$ cat src/rtl/pipe_pkg.sv
// Shared definitions for elastic pipeline-stage registers.
//   state_e : occupancy of a two-entry skid stage, encoded as its entry count
//   IFID_W  : default payload width for the IF/ID boundary ({PC+4, instruction})
package pipe_pkg;

    typedef enum logic [1:0] {
        ST_EMPTY = 2'd0,
        ST_ONE   = 2'd1,
        ST_FULL  = 2'd2
    } state_e;

    localparam int IFID_W = 64;

endpackage

$ cat src/rtl/pipe_stage_skid.sv
// Elastic pipeline-stage register with a two-entry skid buffer.
// Replaces a stall/clear stage register with a valid/ready handshake while
// keeping ReadyOut fully registered (no path from ReadyIn to ReadyOut).
//
// Ports:
//   CLK, RST           clock, asynchronous active-high reset
//   ValidIn, DataIn    upstream payload offer
//   ReadyOut           stage can accept (registered)
//   ValidOut, DataOut  head payload; DataOut = BUBBLE when not valid
//   ReadyIn            downstream accepts this cycle
//   CLR                synchronous flush, priority over all transfers
//   Count              entries held (0..2)
//
// state    | meaning
// ---------+-------------------------------------------------------------
// ST_EMPTY | no entry; main = skid = BUBBLE, ReadyOut=1, ValidOut=0
// ST_ONE   | main holds head payload; skid = BUBBLE
// ST_FULL  | main holds head, skid holds the next payload; ReadyOut=0
module pipe_stage_skid
    import pipe_pkg::*;
#(
    parameter int                DATA_W = IFID_W,
    parameter logic [DATA_W-1:0] BUBBLE = {DATA_W{1'b0}}
) (
    input  logic              CLK,
    input  logic              RST,
    input  logic              ValidIn,
    input  logic [DATA_W-1:0] DataIn,
    output logic              ReadyOut,
    output logic              ValidOut,
    output logic [DATA_W-1:0] DataOut,
    input  logic              ReadyIn,
    input  logic              CLR,
    output logic [1:0]        Count
);

    state_e            state_q, state_d;
    logic [DATA_W-1:0] main_q,  main_d;
    logic [DATA_W-1:0] skid_q,  skid_d;
    logic              push;
    logic              pop;

    // A flush cycle never accepts upstream data, even though ReadyOut may be 1.
    assign push = ValidIn && ReadyOut && !CLR;
    assign pop  = ValidOut && ReadyIn;

    always_comb begin
        state_d = state_q;
        main_d  = main_q;
        skid_d  = skid_q;
        if (CLR) begin
            state_d = ST_EMPTY;
            main_d  = BUBBLE;
            skid_d  = BUBBLE;
        end else begin
            unique case (state_q)
                ST_EMPTY: begin
                    if (push) begin
                        state_d = ST_ONE;
                        main_d  = DataIn;
                    end
                end
                ST_ONE: begin
                    if (push && pop) begin
                        main_d = DataIn;
                    end else if (push) begin
                        state_d = ST_FULL;
                        skid_d  = DataIn;
                    end else if (pop) begin
                        state_d = ST_EMPTY;
                        main_d  = BUBBLE;
                    end
                end
                ST_FULL: begin
                    // ReadyOut is 0 here, so only a pop can happen; the skid
                    // entry always advances before any newer payload.
                    if (pop) begin
                        state_d = ST_ONE;
                        main_d  = skid_q;
                        skid_d  = BUBBLE;
                    end
                end
                default: begin
                    state_d = ST_EMPTY;
                    main_d  = BUBBLE;
                    skid_d  = BUBBLE;
                end
            endcase
        end
    end

    always_ff @(posedge CLK or posedge RST) begin
        if (RST) begin
            state_q <= ST_EMPTY;
            main_q  <= BUBBLE;
            skid_q  <= BUBBLE;
        end else begin
            state_q <= state_d;
            main_q  <= main_d;
            skid_q  <= skid_d;
        end
    end

    assign ReadyOut = (state_q != ST_FULL);
    assign ValidOut = (state_q != ST_EMPTY);
    assign DataOut  = main_q;
    assign Count    = state_q;

endmodule

$ cat config.mk
export PLATFORM = sky130hd
export DESIGN_NAME = pipe_stage_skid
export DESIGN_NICKNAME = d
export VERILOG_FILES = /design/src/rtl/pipe_pkg.sv /design/src/rtl/pipe_stage_skid.sv
export SDC_FILE = /design/constraint.sdc
export NUM_CORES = 1
export LEC_CHECK = 0
export ABC_AREA = 0
export CAP_MARGIN = 10
export CORE_MARGIN = 1
export CORE_UTILIZATION = 45
export CTS_BUF_LIST = sky130_fd_sc_hd__clkbuf_2 sky130_fd_sc_hd__clkbuf_4 sky130_fd_sc_hd__clkbuf_8
export CTS_CLUSTER_DIAMETER = 80
export CTS_CLUSTER_SIZE = 30
export DETAILED_ROUTE_END_ITERATION = 12
export PLACE_DENSITY = 0.74
export SYNTH_ARGS = -nofsm -noshare
export SYNTH_HDL_FRONTEND = slang
export SYNTH_SLANG_ARGS = --single-unit
export TNS_END_PERCENT = 100
$ cat constraint.sdc
create_clock -name CLK -period 4.1 [get_ports CLK]
set_input_delay 0.615 -clock CLK [delete_from_list [all_inputs] [get_ports CLK]]
set_output_delay 0.615 -clock CLK [all_outputs]
set_load 0.01 [all_outputs]
==> results.md, run 1 <==
- The tool flagged a number of max-cap violations equal to 0.
- Of the total power, registers draw 48.1%.
- The global-route met3 utilization is approximately 5.0%.
- The number of synthesized flops with an enable pin is 0.
- For this run, the detailed router's first-pass iteration total came to 4.
- The clock network burns 33.9% of the power.
- The run finished with clean final reports.
- Setup violations remaining at the end of the flow were counted as 0.
- The number of buffers added for setup after CTS is 0.
- The worst voltage drop across the vdd grid is 0.000188 V.
- The global routing stage identified its most utilized layer as met2.
- In the synthesized netlist the dominant register cell turns out to be sky130_fd_sc_hd__dfrtp_1.
- The initial core utilization is 46.2%.
- The power density relative to cell area is 355 nW/um2.
- The die covers 15,500 um2.
- The clock-pin slew reported for the worst setup and hold paths after clock tree synthesis is 0.07 ns.
- The path class of the tightest hold or removal check is reg2reg.
- The smallest clock period supported by the final layout is computed as 2.96 ns.
- Data on the critical path is required at its endpoint by 3.48 ns.
- The number of pins exceeding their max-slew limit in the final report is 0.
- Once detail routing completed, the nets flagged for antenna violations numbered 0.
- The area fraction in compound gates after synthesis is 17.5%.
- After synthesis, the netlist uses 27 different library cells.
- The overall global routing resource usage is 21.5%.
- The wire length of the first global-routing pass is 26,400 um.
- The layout overhead on the synthesized area is 24.3%.
- The post-route total power is 2970 uW.
- The synthesized design contains 130 register bits.
- After synthesis, the mean cell area works out to 11.5 um2.
- The number of antenna violations at the first check in global routing was 0.
- After detailed routing, the total wire length is 15,800 um.
- The worst hold slack after final layout is 0.504 ns.
- The portion of the clock cycle consumed by the worst path in the final layout is 72.3%.
- The number of nets handed over by synthesis was 654.
- The clock tree synthesis step divided the H-tree into 4 levels.
- The adder-cell share of the synthesized area is 0%.
- In this run the worst path has a maximum fanout of 51.
- The synthesized netlist cell count is 585.
- The layout net count is 768.
- The repair_antennas step left the layout with diodes totalling 0.
- The count of cells along the worst register-to-register path is 5.
- Setup repair after global routing left no endpoint under its margin.
- Cell internal power was estimated by the tool at 2170 uW.
- The floorplan step defined a core boundary enclosing 14,600 um2.
- The final total negative setup slack is 0 ns.
- The number of clock sinks seen by CTS is between 100 and 150.
- The met1 layer usage reported by global route is approximately 26%.
- The detailed router placed between 4,000 and 5,000 vias in this run.
- After detailed routing, the number of remaining DRC violations is 0.
- Pin placement for this block handled 137 I/O pins.
- The total overflow left after global routing is 0.
- The number of hold violations in the final report is 0.
- The filler cell count is 1,196.
- Summing the areas of all xor and xnor instances in the mapped netlist gives 0% of the synthesized area.
- The clock tree from TritonCTS is yes.
- The worst relative slew slack is 32.2%.
- The largest net degree at the start of global routing is 73.
- The clock latency on the worst-skew pair is roughly 0.44 ns.
- By area the synthesized netlist is led by sky130_fd_sc_hd__dfrtp_1 (48%), sky130_fd_sc_hd__mux2i_1 (19%), sky130_fd_sc_hd__a22o_1 (8.5%).
- The switching power of the nets is 801 uW.
- The number of hold buffers added after CTS is 0.
- The count of instances resized after the clock tree is built is 0.
- sky130_fd_sc_hd__dfrtp_1 is the most common cell in the netlist.
- The largest area contributor in the netlist is sky130_fd_sc_hd__dfrtp_1.
- Using the TritonRoute via totals, the vias-per-cell ratio works out to 5.52.
- The portion of synthesized cell area occupied by the leading cell type is between 40% and 50%.
- The ratio of cells with drive above 1 in the final layout is 6.78%.
- The half-perimeter wire length of the detailed placement result is 10,000 um.
- The total number of yosys warnings is 0.
- The critical path data arrival time is 2.35 ns.
- The width of the die is approximately 120 um.
- The mapped netlist covers 6740 um2.
- No sink is reached through more buffers than the 2 on the longest clock path.
- The main combinational cell family by area after synthesis is multiplexers.
- Counting instances, the worst hold path has a depth of 1.
- The worst setup path is captured at an output port.
- Clock tree synthesis selected as its root buffer the cell sky130_fd_sc_hd__clkbuf_8.
- Once placement finished, the instance area stood at 8020 um2.
- The congestion estimate from routability-driven global placement came to about 0.75.
- The finished layout cell area is about 8400 um2.
- Derived from the worst setup path, the maximum achievable clock frequency is between 300 and 400 MHz.
- Dividing the detail-routed wire length by the instance count gives approximately 18 um.
- In the synthesized netlist, the cells that appear most often are sky130_fd_sc_hd__dfrtp_1 (130), sky130_fd_sc_hd__mux2i_1 (128), sky130_fd_sc_hd__a22o_1 (65), sky130_fd_sc_hd__inv_1 (65), sky130_fd_sc_hd__nand2_1 (65).
- The async set-reset flop share out of synthesis is 100%.
- The global routing met2 resource utilization is 36.8%.
- The floorplan die height is ~120 um.
- The number of global-route vias before repair is 5,194.
- The critical path in this run is classified as reg2out.
- Multiplexer cells account for 19.2% of the synthesized area.
- Buffers placed on the I/O ports in this run total 136.
- The actual transition at the worst max-transition pin is between 1 and 1.5 ns.
- After Yosys synthesis, and, or, nand and nor cells account for 5.01% of the synthesized area.
- The number of violations reported at the end of detailed-routing iteration 0 is 237.
- In this run the static leakage power is 0.00348 uW.
- STA classifies the critical path startpoint as a flop.
- The post-layout utilization of the core is 57.4%.
- The number of buffers inserted during clock tree synthesis is 17.
- Across the routed clock network, the largest skew measured is between 0.008 and 0.009 ns.
- Of the total power, the share spent switching nets is between 20% and 30%.
- After synthesis, flip-flops and latches occupy 48.3% of the total area.
- In this run the core area contains 44 standard-cell rows.
- The combinational group share of total power is between 15 and 20%.
==> routing by layer <==
metal  up-vias  share of wire (%)
li1       2301                  -
met1      2479                 43
met2       116                 50
met3        30                4.2
met4         0                2.2
met5         -                  0
==> cell type report <==
cell class              count  area [um2]  area share [%]
multi-input cells         340        2820            33.7
clock inverters             6        57.6           0.687
inverters                  65         246            2.94
repair buffers            145        1470            17.5
well taps                 184         230            2.75
flip-flops and latches    130        3260            38.9
clock buffers              22         297            3.54
==> through the flow <==
| step | std cells | worst slack (ns) |
|---|---|---|
| finish | 892 | 1.14 |
| global route | 892 | 1.02 |
| CTS | 892 | 1.09 |
| detailed placement | 864 | 1.31 |
| global placement | 864 | 1.37 |
| floorplan | 585 | 0.0157 |
==> layout by cell type (no fill, tap or decap), types with 2 or more instances in the layout <==
cell type	synthesis	routed
sky130_fd_sc_hd__dfrtp_1	130	128
sky130_fd_sc_hd__nor2_1	3	3
sky130_fd_sc_hd__clkdlybuf4s50_1	0	136
sky130_fd_sc_hd__buf_4	2	6
sky130_fd_sc_hd__clkinv_2	0	4
sky130_fd_sc_hd__buf_12	6	3
sky130_fd_sc_hd__o2bb2ai_1	64	64
sky130_fd_sc_hd__clkbuf_8	0	21
sky130_fd_sc_hd__a22o_1	65	64
sky130_fd_sc_hd__mux2i_1	128	128
sky130_fd_sc_hd__nand2_1	65	65
sky130_fd_sc_hd__nor2b_1	2	2
sky130_fd_sc_hd__inv_1	65	64
==> worst max-delay path: stages, from the launching register on <==
cell	delay (ns)
sky130_fd_sc_hd__dfrtp_2	1.03
sky130_fd_sc_hd__nand2b_1	0.24
sky130_fd_sc_hd__clkdlybuf4s50_1	0.61
==> sequential cells by signal, summed over array words and instances, names as in the netlist <==
signal / cells
DataOut: 64
Count: 2
skid_q: 64
==> power groups by stage <==
stage	combinational (uW)	sequential (uW)	clock [uW]
finish	532	1430	1010
CTS	539	1430	1040
floorplan	307	1450	0
detailed placement	539	1450	0
global placement	524	1450	0
global route	577	1440	1090
==> worst paths after layout <==
kind | startpoint | end | slack (ns)
max in group asynchronous | RST | DataOut[45]$_DFFE_PP0P_ | 2.39
min in group asynchronous | RST | DataOut[8]$_DFFE_PP0P_ | 0.73
min reg2reg | DataOut[6]$_DFFE_PP0P_ | DataOut[6]$_DFFE_PP0P_ | 0.50
min | DataOut[6]$_DFFE_PP0P_ | DataOut[6]$_DFFE_PP0P_ | 0.50
max | Count[0]$_DFFE_PP0P_ | ReadyOut | 1.14
max reg2reg | Count[0]$_DFFE_PP0P_ | DataOut[44]$_DFFE_PP0P_ | 1.47
==> cells by family after synthesis <==
logic type             Yosys count
and+or+nand+nor                 77
DFF                            130
AOI/OAI and AO/OA              134
muxes                          129
buffers and inverters          115
(Power assumes the default switching activity.)
==> inputs of run 2 (changes only) <==
==> constraint.sdc (replaced) <==
create_clock -name CLK -period 2.5 [get_ports CLK]
set_input_delay 0.375 -clock CLK [delete_from_list [all_inputs] [get_ports CLK]]
set_output_delay 0.375 -clock CLK [all_outputs]
set_load 0.01 [all_outputs]
==> run 2 against run 1 <==
Critical path type unchanged. Total power increased by 81%. Register-to-register slack got worse by 1.3 ns. Core utilization increased by 1.6 points. Global-route usage decreased by 0.50 points. Design area increased by 2.7%. Critical endpoint is now Count[1].
==> results.md, run 2 (synthesis gave the netlist of run 1 again) <==
- The cell repeated most along the worst path is sky130_fd_sc_hd__buf_8.
- The worst path setup slack after routing is 0.114 ns.
- The first routing iteration left 290 violations.
- The reported leakage power is 0.00360 uW.
- The congestion estimate from routability-driven global placement came to 0.765.
- On the worst path, the slowest cell contributes a delay of 0.57 ns.
- The count of max-cap constraint violations is 0.
- After layout, the worst path uses 95.5% of the clock period.
- Data on the critical path is required at its endpoint by ~2.1 ns.
- In the layout the commonest cells are sky130_fd_sc_hd__clkdlybuf4s50_1 (136), sky130_fd_sc_hd__dfrtp_1 (128), sky130_fd_sc_hd__mux2i_1 (128).
- The number of hold buffers added after CTS is 0.
- The maximum fanout count along the critical path is 25.
- The die outline area is between 15,000 and 20,000 um2.
- The via count of the routed design is 4,932.
- The first detailed-routing pass ran for 4 iterations.
- Once detailed placement completed, the half-perimeter wirelength came to between 10,000 and 15,000 um.
- For this run, design rule violations remaining after detail routing come to 0.
- On the final layout, the worst clock skew is roughly 0.012 ns.
- After layout, the minimum clock period comes to around 2.4 ns.
- The count of placed standard cells in the final layout, fillers left out is 906.
- The net count of the finished layout is 778.
- The number of hold violations in the final report is 0.
- In the final routed layout, each cell accounts on average for between 15 and 20 um.
- The number of antenna repair diodes is 0.
- The worst-case IR drop observed on VDD is between 0.0003 and 0.0004 V.
- The core box area is 14,600 um2.
- The overall global routing resource usage is a little over a fifth.
- After filler insertion, the fill cell instance count of the layout stands at between 1,000 and 1,500.
- The start point of the critical path is Count[1]$_DFFE_PP0P_.
- For the pin with the worst max-slew slack, the measured transition is roughly 1.1 ns.
- In this run the power density over the cells is 625 nW/um2.
- The cell with the largest stage delay on the worst path is sky130_fd_sc_hd__clkdlybuf4s50_1.
- The clock latency on the worst-skew pair is about 0.43 ns.
- The number of antenna violations at the first check in global routing is 0.
- The first global-routing pass estimated 25,900 um of wire.
- The final layout contains routed wiring with a total length of between 15,000 and 20,000 um.
- Counting cells, the worst reg-to-reg path comes to 5.
- Across the whole layout, storage elements account for 3260 um2.
- The number of cells in the design after placement is between 800 and 900.
- Setup repair after global routing left no endpoint under its margin.
- The number of global-route vias before repair came to 5,093.
- The H-tree generated during clock tree synthesis spans 4 levels.
- The capturing element of the worst setup path is Count[1].
- In this run the cell area measured after placement is 8100 um2.
- The total buffers and inverters traversed by the critical path is 3.
- The number of pins exceeding their max-slew limit in the final report is 0.
- Setup violations remaining at the end of the flow were counted as 0.
- The initial core utilization is 46.2%.
- The kind of launch point of the worst setup path is a flop.
- Clock tree synthesis inserted a total of 17 buffers.
- The count of buffers added on input and output ports is 136.
- The antenna violation net count after detailed routing is 0.
- In this run the critical register-to-register path is launched from Count[1]$_DFFE_PP0P_.
- On the critical path the largest part of the delay comes from buffers and inverters.
- Entering global routing, the biggest net connects between 100 and 150 pins.
- In this run the critical register-to-register path is captured at DataOut[34]$_DFFE_PP0P_.
- The start-to-end type of the worst setup path is reg2out.
- Measured along the x axis, the die boundary spans 124 um.
- The number of standard-cell rows in the floorplan is 44.
- The finished layout cell area is ~8600 um2.
- The depth of the critical timing path with buffers and inverters included is 3.
- The internal reg-to-reg setup slack is 0.17 ns.
- Using the TritonRoute via totals, the vias-per-cell ratio works out to 5.44.
- The ratio of cells with drive above 1 in the final layout is 8.59%.
- The multi-input logic area is 2820 um2.
- The run finished with clean final reports.
- The number of clock sinks seen by CTS is 130.
- Headroom to the max-slew limit came out at 23.7%.
- The critical path goes through buf_8 > buf_8 > clkdlybuf4s50_1.
- The critical path data arrival time is 2.01 ns.
- Leaving out fill and tap cells, the most frequent cell in the layout is sky130_fd_sc_hd__clkdlybuf4s50_1.
- The clock root buffer is sky130_fd_sc_hd__clkbuf_8.
- The number of buffers between clock root and the deepest sink is 2.
- The post-layout utilization of the core is 59.0%.
- Based on the critical path, the design can be clocked at up to between 400 and 500 MHz.
- TritonCTS built the clock tree.
- Timing analysis after detailed placement gives a worst setup slack of -0.0488 ns.
- Clock-pin slew was measured on the worst setup and hold paths at roughly 0.07 ns.
- The number of top-level design ports is 137.
- The worst setup path is captured at an output port.
- Buffers added to address setup during post-CTS repair amount to 0.
- Global routing finished with a remaining overflow of 0.
- The path type of the worst min-delay path is in2async.
- The floorplan die height is around 120 um.
- Compared with the post-synthesis result, the final layout area differs by 27.7%.
run 2: cell count changes in the layout (fill, tap and decap cells not counted), sizes merged:
cell,previous run,this run
clkinvlp,1,2
inv,65,64
buf,9,19
bufinv,1,5
clkbuf,22,23
clkinv,4,3
run 2: worst reg2reg max path, cell delays in order, from the launching register on:
cell and delay, ns:
sky130_fd_sc_hd__dfrtp_4 0.53, sky130_fd_sc_hd__nor2b_1 0.27, sky130_fd_sc_hd__a2bb2oi_2 0.12, sky130_fd_sc_hd__nor2_4 0.86, sky130_fd_sc_hd__buf_4 0.34, sky130_fd_sc_hd__a22o_1 0.15
run 2: timing repair:
action / 4_1_cts / 5_1_grt
pin swaps: 0 / 0
gates resized for setup: 3 / 2
cloned: 0 / 0
endpoints found under the setup margin: 1 / 2
run 2: per-stage QoR:
step,setup TNS (ns),total power [uW],hold WS [ns]
after floorplan,0,2880,0.497
after global placement,0,3250,0.488
after detailed placement,-0.829,3270,0.493
final,0,5380,0.486
after global routing,0,5600,0.519
after CTS,0,5430,0.508
run 2: report_power, final:
part           switching (uW)  internal, uW  leakage [uW]
Combinational             453           459       0.00158
Sequential               83.2          2230       0.00177
Clock                     802          1340      0.000248
run 2: layout make-up:
| class | count | share of cell area [%] |
|---|---|---|
| well taps | 184 | 2.68 |
| multi-input cells | 340 | 32.8 |
| clock buffers | 23 | 3.68 |
| clock inverters | 9 | 2.01 |
| flip-flops and latches | 130 | 37.9 |
| repair buffers | 155 | 18.1 |
| inverters | 65 | 2.88 |
run 2: per-layer routing:
| layer | share of wire, % | routed length, um | global-route usage [%] |
|---|---|---|---|
| met1 | 43 | 6700 | 26.3 |
| met2 | 51 | 7920 | 35.4 |
| met3 | 4.4 | 681 | 3.99 |
| met4 | 1.8 | 280 | 8.79 |
| met5 | 0 | 0 | 0 |
run 2: worst min-delay path by stage:
stage,endpoint,slack [ns],depth (start not counted)
floorplan,skid_q[0]$_DFFE_PP0P_,0.50,2
global placement,DataOut[10]$_DFFE_PP0P_,0.49,1
detailed placement,DataOut[42]$_DFFE_PP0P_,0.49,1
CTS,DataOut[18]$_DFFE_PP0P_,0.51,3
global route,DataOut[47]$_DFFE_PP0P_,0.52,1
finish,DataOut[14]$_DFFE_PP0P_,0.49,3
==> inputs of run 3 (changes only) <==
--- a/config.mk
+++ b/config.mk
@@ -17,4 +17,3 @@
 export SYNTH_ARGS = -nofsm -noshare
 export SYNTH_HDL_FRONTEND = slang
 export SYNTH_SLANG_ARGS = --single-unit
-export TNS_END_PERCENT = 100
==> results of run 3 <==
Final layout, timing and power as in run 2 (identical DEF).
